### src/rtl/core_sequencer.sv
// Multi-cycle control FSM: fetch into IR, sequence EXEC/EXEC2/MEM, own PC, instret and illegal-instruction halt.
// Latency 2 cycles (ALU) or 3 (jump/branch/load/store); fetch and LSU stall for as long as rvalid/done stay low.

package riscv_defines;
    localparam int RISCV_ADDR_WIDTH = 32;
    localparam int RISCV_WORD_WIDTH = 32;
endpackage

module core_sequencer
    import riscv_defines::*;
#(
    parameter logic [RISCV_ADDR_WIDTH-1:0] BOOT_ADDR = 32'h0000_0000
) (
    input  logic                        clk,
    input  logic                        rst,

    output logic                        instr_req_o,
    output logic [RISCV_ADDR_WIDTH-1:0] instr_addr_o,
    input  logic                        instr_rvalid_i,
    input  logic [RISCV_WORD_WIDTH-1:0] instr_rdata_i,

    output logic [RISCV_WORD_WIDTH-1:0] instr_o,
    output logic [RISCV_ADDR_WIDTH-1:0] pc_o,
    output logic                        cycle_counter_o,

    input  logic                        jump_inst_i,
    input  logic                        branch_inst_i,
    input  logic                        illegal_inst_i,
    input  logic                        compressed_inst_i,
    input  logic                        lsu_r_en_i,
    input  logic                        lsu_w_en_i,

    input  logic [RISCV_WORD_WIDTH-1:0] alu_result_i,

    output logic                        lsu_req_o,
    input  logic                        lsu_done_i,

    output logic                        rf_we_gate_o,
    output logic [31:0]                 instret_o,
    output logic                        halted_o
);

    localparam logic [RISCV_WORD_WIDTH-1:0] NOP_INSTR = 32'h0000_0013;

    typedef enum logic [2:0] {
        IDLE  = 3'd0,
        FETCH = 3'd1,
        EXEC  = 3'd2,
        EXEC2 = 3'd3,
        MEM   = 3'd4,
        TRAP  = 3'd5
    } state_t;

    state_t                        state;
    state_t                        state_next;
    logic [RISCV_ADDR_WIDTH-1:0]   pc;
    logic [RISCV_ADDR_WIDTH-1:0]   pc_next;
    logic [RISCV_WORD_WIDTH-1:0]   instr;
    logic [RISCV_WORD_WIDTH-1:0]   instr_next;
    logic [31:0]                   instret;
    logic [31:0]                   instret_next;
    logic                          taken;
    logic                          taken_next;

    logic [RISCV_ADDR_WIDTH-1:0]   inc;
    logic [RISCV_ADDR_WIDTH-1:0]   pc_seq;
    logic [RISCV_ADDR_WIDTH-1:0]   pc_target;
    logic                          mem_access;

    assign inc        = compressed_inst_i ? RISCV_ADDR_WIDTH'(2) : RISCV_ADDR_WIDTH'(4);
    assign pc_seq     = pc + inc;
    // Targets may be halfword aligned; only bit 0 is forced clear.
    assign pc_target  = {alu_result_i[RISCV_ADDR_WIDTH-1:1], 1'b0};
    assign mem_access = lsu_r_en_i | lsu_w_en_i;

    always_ff @(posedge clk or posedge rst) begin
        if (rst) begin
            state   <= IDLE;
            pc      <= BOOT_ADDR;
            instr   <= NOP_INSTR;
            instret <= 32'd0;
            taken   <= 1'b0;
        end else begin
            state   <= state_next;
            pc      <= pc_next;
            instr   <= instr_next;
            instret <= instret_next;
            taken   <= taken_next;
        end
    end

    always_comb begin
        state_next      = state;
        pc_next         = pc;
        instr_next      = instr;
        instret_next    = instret;
        taken_next      = taken;
        instr_req_o     = 1'b0;
        lsu_req_o       = 1'b0;
        rf_we_gate_o    = 1'b0;
        cycle_counter_o = 1'b0;
        halted_o        = 1'b0;

        case (state)
            IDLE: begin
                state_next = FETCH;
            end

            FETCH: begin
                instr_req_o = 1'b1;
                if (instr_rvalid_i) begin
                    instr_next = instr_rdata_i;
                    state_next = EXEC;
                end
            end

            EXEC: begin
                if (illegal_inst_i) begin
                    state_next = TRAP;
                end else if (mem_access) begin
                    lsu_req_o  = 1'b1;
                    state_next = MEM;
                end else if (jump_inst_i) begin
                    // Link value (PC+2/4) comes out of the ALU this cycle.
                    rf_we_gate_o = 1'b1;
                    state_next   = EXEC2;
                end else if (branch_inst_i) begin
                    taken_next = alu_result_i[0];
                    state_next = EXEC2;
                end else begin
                    rf_we_gate_o = 1'b1;
                    pc_next      = pc_seq;
                    instret_next = instret + 32'd1;
                    state_next   = FETCH;
                end
            end

            EXEC2: begin
                cycle_counter_o = 1'b1;
                if (jump_inst_i || taken) begin
                    pc_next = pc_target;
                end else begin
                    pc_next = pc_seq;
                end
                instret_next = instret + 32'd1;
                state_next   = FETCH;
            end

            MEM: begin
                lsu_req_o = 1'b1;
                if (lsu_done_i) begin
                    // Stores also open the gate; their decoder rf_we is low.
                    rf_we_gate_o = 1'b1;
                    pc_next      = pc_seq;
                    instret_next = instret + 32'd1;
                    state_next   = FETCH;
                end
            end

            TRAP: begin
                halted_o = 1'b1;
            end

            default: begin
                state_next = IDLE;
            end
        endcase
    end

    assign instr_addr_o = pc;
    assign pc_o         = pc;
    assign instr_o      = instr;
    assign instret_o    = instret;

endmodule
### config.mk
export PLATFORM = sky130hd
export DESIGN_NAME = core_sequencer
export DESIGN_NICKNAME = d
export VERILOG_FILES = /design/src/rtl/core_sequencer.sv
export SDC_FILE = /design/constraint.sdc
export NUM_CORES = 1
export LEC_CHECK = 0
export BUFFER_PORTS_ARGS = -buffer_cell sky130_fd_sc_hd__buf_2
export CAP_MARGIN = 20
export CORE_MARGIN = 5
export CORE_UTILIZATION = 47
export DETAILED_ROUTE_END_ITERATION = 10
export PLACE_DENSITY_LB_ADDON = 0.08
export SLEW_MARGIN = 20
export SYNTH_ARGS = -nofsm -noshare
export SYNTH_HDL_FRONTEND = slang
export SYNTH_SLANG_ARGS = --single-unit
### constraint.sdc
create_clock -name clk -period 4.2 [get_ports clk]
set_input_delay 0.84 -clock clk [delete_from_list [all_inputs] [get_ports clk]]
set_output_delay 0.84 -clock clk [all_outputs]
set_load 0.005 [all_outputs]
After elaboration in Yosys (flattened, before gate mapping):

Index checks and enable logic that the tools add are counted.
W data, S select, Z words.

* bitwise logic cells: 5
* add/subtract/negate cells: 2
* reduce and logical (&&, ||, !) cells: 8
* equal/unequal tests: 11
* muxes and demuxes: 33

Operator list (count)
* $mux W32: 11
* $pmux W32 S3: 2
* $add A32 B1 Y32 const B: 1
* $add A32 B3 Y32: 1
* $mux W3: 5
* $pmux W3 S5: 1
* $ne A2 B2 Y1 const B: 6
* $mux W1: 10
* $eq A3 B2 Y1 const B: 2
* $eq A3 B3 Y1 const B: 2
* $reduce_and A6 Y1: 1
* $reduce_and A5 Y1: 1
* $mux W2: 2
* $not A1 Y1: 4
* $pmux W1 S2: 2
* $eq A3 B1 Y1 const B: 1
* $logic_not A3 Y1: 1
* $reduce_and A3 Y1: 1
* $reduce_bool A3 Y1: 1
* $reduce_and A2 Y1: 1
* $reduce_or A2 Y1: 1
* $logic_or A1 B1 Y1: 1
* $or A1 B1 Y1: 1

* logic and storage cells: 64
* output and inout bits: 133
* flip-flop bits (word level): 100

Logic depth before layout (Yosys ltp):

* depth in word-level cells: 7
* depth in mapped cells: 9
* gate-level depth less buffers: 8

Worst setup path before layout:

No wires, ideal clock.

* kind: input port to flip-flop
* from: input port compressed_inst_i
* to: register pc[29], in the netlist instr_addr_o[29]
* library setup time: 126 ps
* stages: 9
* data required time: 4074 ps
* path slack: 1126 ps
* data arrival time: 2948 ps
* cells stage by stage: ha_1 inv_1 fa_1 nand2b_1 or2_1 buf_1 or4_4 a21o_1 a221o_1

* word-level cells in the longest chain between the ends: 7
* elaborated cells between the ends (all ways): 9
* those cells by class: add/sub (1); mux (8)

Ends and longest elaborated chain
* start: declaration: RTL line 29 `input logic compressed_inst_i,`
* $mux W3 *: RTL line 70 `assign inc = compressed_inst_i ? RISCV_ADDR_WIDTH'(2) : RISCV_ADDR_WIDTH'(4);`
* $add A32 B3 Y32 *: RTL line 71 `assign pc_seq = pc + inc;`
* $mux W32: RTL line 127 `end else if (branch_inst_i) begin`
* $mux W32: RTL line 123 `end else if (jump_inst_i) begin`
* $mux W32: RTL line 120 `end else if (mem_access) begin`
* $mux W32: RTL line 118 `if (illegal_inst_i) begin`
* $pmux W32 S3 *: RTL line 104 `case (state)`
* end signal: assignment: RTL line 85 `pc <= pc_next;`
* end: declaration: RTL line 56 `logic [RISCV_ADDR_WIDTH-1:0] pc;`

Every way passes the cells marked *; elsewhere a longest branch is shown, timed or not. The select of a mux whose other input is x is not followed.
A chain may end at the register's enable or synchronous reset.

Final worst setup path:

Ends and elaborated chain as after synthesis.

==> run_results.csv <==
group,metric,value,unit
clocking,clockRootBuffer,"clkbuf_8",
power_and_ir_drop,ir_drop,150,uV
drt,post-route-drc-count,0,
placed_design,post-dp-hpwl,10.0,mm
sta,rsz0062_at_grt,"false",
synth,synthFlopType,"dfrtp_1",
synth,mappedNetlistArea,5150,sq um
clocking,cts_hold_buf,0,
sta,fin_crit_sh,0.701,
sta,setup_ws,1.25,ns
power_and_ir_drop,p_leak,3.26,nW
floorplanning,core,10800,sq um
critical_path,crit_chain,"buf_2 -> ha_1 -> inv_1 -> fa_1 -> nand2b_1 -> or2_1 -> or4_4 -> a21o_1 -> a221o_1",
finish,postLayoutCoreUtil,0.581,
synth,synth_edf_count,0,
synth,synthArstFlopShare,1.00,
worst_hold_path,hold_class,"reg2reg",
finish,fillCellCount,1012,
clocking,h-tree-depth,3,
clocking,cts_setup_buffers,0,
finish,drive_gt1_frac,0.404,
critical_path,crit_family,"simple AND/OR/NAND/NOR gates",
sta,finalSetupViolCount,0,
grt,antenna_found_initial,1,
floorplanning,io_pins,207,
critical_path,required,4.46,ns
power_and_ir_drop,total_power,1.67,mW
synth,yosysMostFrequentCell,"dfrtp_1",
sta,maxSlewViolCount,0,
placed_design,gp_congestion,0.808,
drt,routed_wl,13.7,mm
floorplanning,die-area,13200,sq um
finish,areaGrowthSynthToFinish,21.8,%
critical_path,critPathBufInv,2,
floorplanning,start_util,0.477,
floorplanning,die_x,115,microns
grt,grt_usage,0.205,
finish,fin_nets,749,
critical_path,worstSetupStartpointType,"input port",
clocking,clk_latency,0.36,ns
synth,synth_area_leaders,"dfrtp_1 (47%), mux2_2 (7.2%), xnor2_1 (4.9%), buf_4 (4.8%), nand3_1 (3.3%)",
synth,yosys-top-cells-count,"dfrtp_1 (96), nand2_1 (42), nand3_1 (34)",
drt,vias,4439,
sta,finalSetupTns,0,ns
synth,synth.distinct_cells,60,
sta,fmax,340,MHz
drt,viasPerCell,5.44,
sta,min_period,2.95,ns
critical_path,r2r_slack,1.46,ns
clocking,cts_buffers,9,
grt,grt_pass1_vias,4345,
outcome,outcome,"completed",
drt,wl_per_cell,16.8,microns
critical_path,cp_slowest_cell,"or4_4",
drt,drtIter0Drc,287,
critical_path,crit_fanout,7,
synth,ys_ff_latch,99,
sta,finalClockSkew,0.0116,ns
grt,grt_max_degree,82,
synth,synth_seq_area_share,0.482,
clocking,clock_sinks,99,
critical_path,end_kind,"flip-flop",
synth,yosysWarnings,0,
floorplanning,rows,38,
drt,antenna_left,0,
placed_design,dp_slack,0.870,ns
synth,synth_cells,506,
finish,antenna_cells,0,
floorplanning,die_height,115,microns
power_and_ir_drop,cellPowerDensity,266,nW/um^2
drt,dr.pass1.iters,4,
flow_run,maxCapViolCount,0,
clocking,clk_path_buf_depth,2,
grt,grt_pass1_wl,21.8,mm
clocking,cts_tree,"yes",
grt,overflow,0,
synth,synth_top_area_frac,0.466,
critical_path,arrival,3.20,ns
critical_path,path_class,"in2reg",
clocking,cts.clk_slew.worst_paths,0.11,ns
sta,tightest_slew,0.977,ns
synth,synth_top_cell_by_area,"dfrtp_1",
critical_path,worst_path_largest_cell_delay,0.57,ns
sta,finalHoldViolations,0,
clocking,cts_resized,0,
synth,avgSynthCellArea,10.2,sq um
placed_design,numPortBuffers,204,
sta,max-slew-margin-rel,0.348,
final cells by class:
| class | instances | area (sq um) | area share |
|---|---|---|---|
| Clock buffer | 9 | 124 | 0.0197 |
| Clock inverter | 7 | 82.6 | 0.0132 |
| Inverter | 7 | 31.3 | 0.00499 |
| Multi-Input combinational cell | 343 | 2310 | 0.368 |
| Sequential cell | 99 | 2480 | 0.395 |
| Tap cell | 140 | 175 | 0.0279 |
| Timing Repair Buffer | 211 | 1070 | 0.171 |
metrics by stage:
step                area [sq um]  std cells  hold slack [ns]
floorplan                   5150        507            0.468
global placement            6060        800            0.458
detailed placement          6060        800            0.468
CTS                         6270        816            0.494
global route                6270        816            0.516
finish                      6270        816            0.488
cells by family (layout without fill, tap and decap cells):
kind of cell | count (synthesis) | count (layout) | synth area share
other | 1 | 2 | 0.000728
XOR/XNOR | 31 | 31 | 0.0527
buffers and inverters | 65 | 234 | 0.0717
adder cells (fa/ha/maj) | 4 | 4 | 0.0112
AO/OA/AOI/OAI | 95 | 95 | 0.117
AND/OR/NAND/NOR | 176 | 176 | 0.189
multiplexers | 35 | 35 | 0.0760
flip-flops | 99 | 99 | 0.482
flip-flops by register name, summed over array words and instances (netlist names):
| name | cells |
|---|---|
| instret_o | 32 |
| instr_addr_o | 31 |
| instr_o | 32 |
| taken | 1 |
| state | 3 |
worst register-to-register path, delay by kind of cell (launching register included):
| kind | cells | cell delay [ns] |
|---|---|---|
| AOI/OAI and AO/OA | 2 | 0.47 |
| DFF | 1 | 0.39 |
| and+or+nand+nor | 3 | 1.15 |
| buffers and inverters | 1 | 0.06 |
| adders and majority gates | 2 | 0.58 |
worst paths after layout:
kind	endpoint	startpoint	cells after the start
worst max-delay path	instr_addr_o[29]	compressed_inst_i	9
worst min-delay path	instret_o[31]	instret_o[31]	1
worst max register to register	instr_addr_o[29]	instr_addr_o[1]	8
worst min register to register	instret_o[31]	instret_o[31]	1
max in group asynchronous	instr_o[4]	rst	3
min in group asynchronous	instr_o[12]	rst	2
layout by cell type, fill, tap and decap left out, drive strengths merged, types with 2 or more instances in the layout:
master,instances
nor3b,2
and4,3
nor4,12
nand3,35
conb,2
nor2,15
mux2,33
dfrtp,96
or3,3
xnor2,29
and3b,2
nand2,42
clkinv,3
or4,5
a22oi,3
o21ai,24
nand4,17
inv,10
nand2b,5
o22ai,8
and2,6
a21o,3
o21bai,2
a2bb2oi,6
or2,2
o311ai,2
clkbuf,9
mux2i,2
ha,3
nor3,7
a31oi,3
a21oi,29
xor2,2
o211ai,2
buf,211
dfstp,3
a221o,6
and3,14
where the power goes:
group | internal [mW] | switching [mW] | total, mW
registers | 0.953 | 0.00107 | 0.955
clock network | 0.286 | 0.362 | 0.648
logic | 0.0290 | 0.0355 | 0.0645
metal layers:
metal / track usage / share of wire
met1: 0.269 / 0.42
met2: 0.343 / 0.51
met3: 0.0550 / 0.072
met4: 0.0420 / 0.0031
met5: 0 / 0.00051
Note: power is estimated with default switching activity, not from simulation.
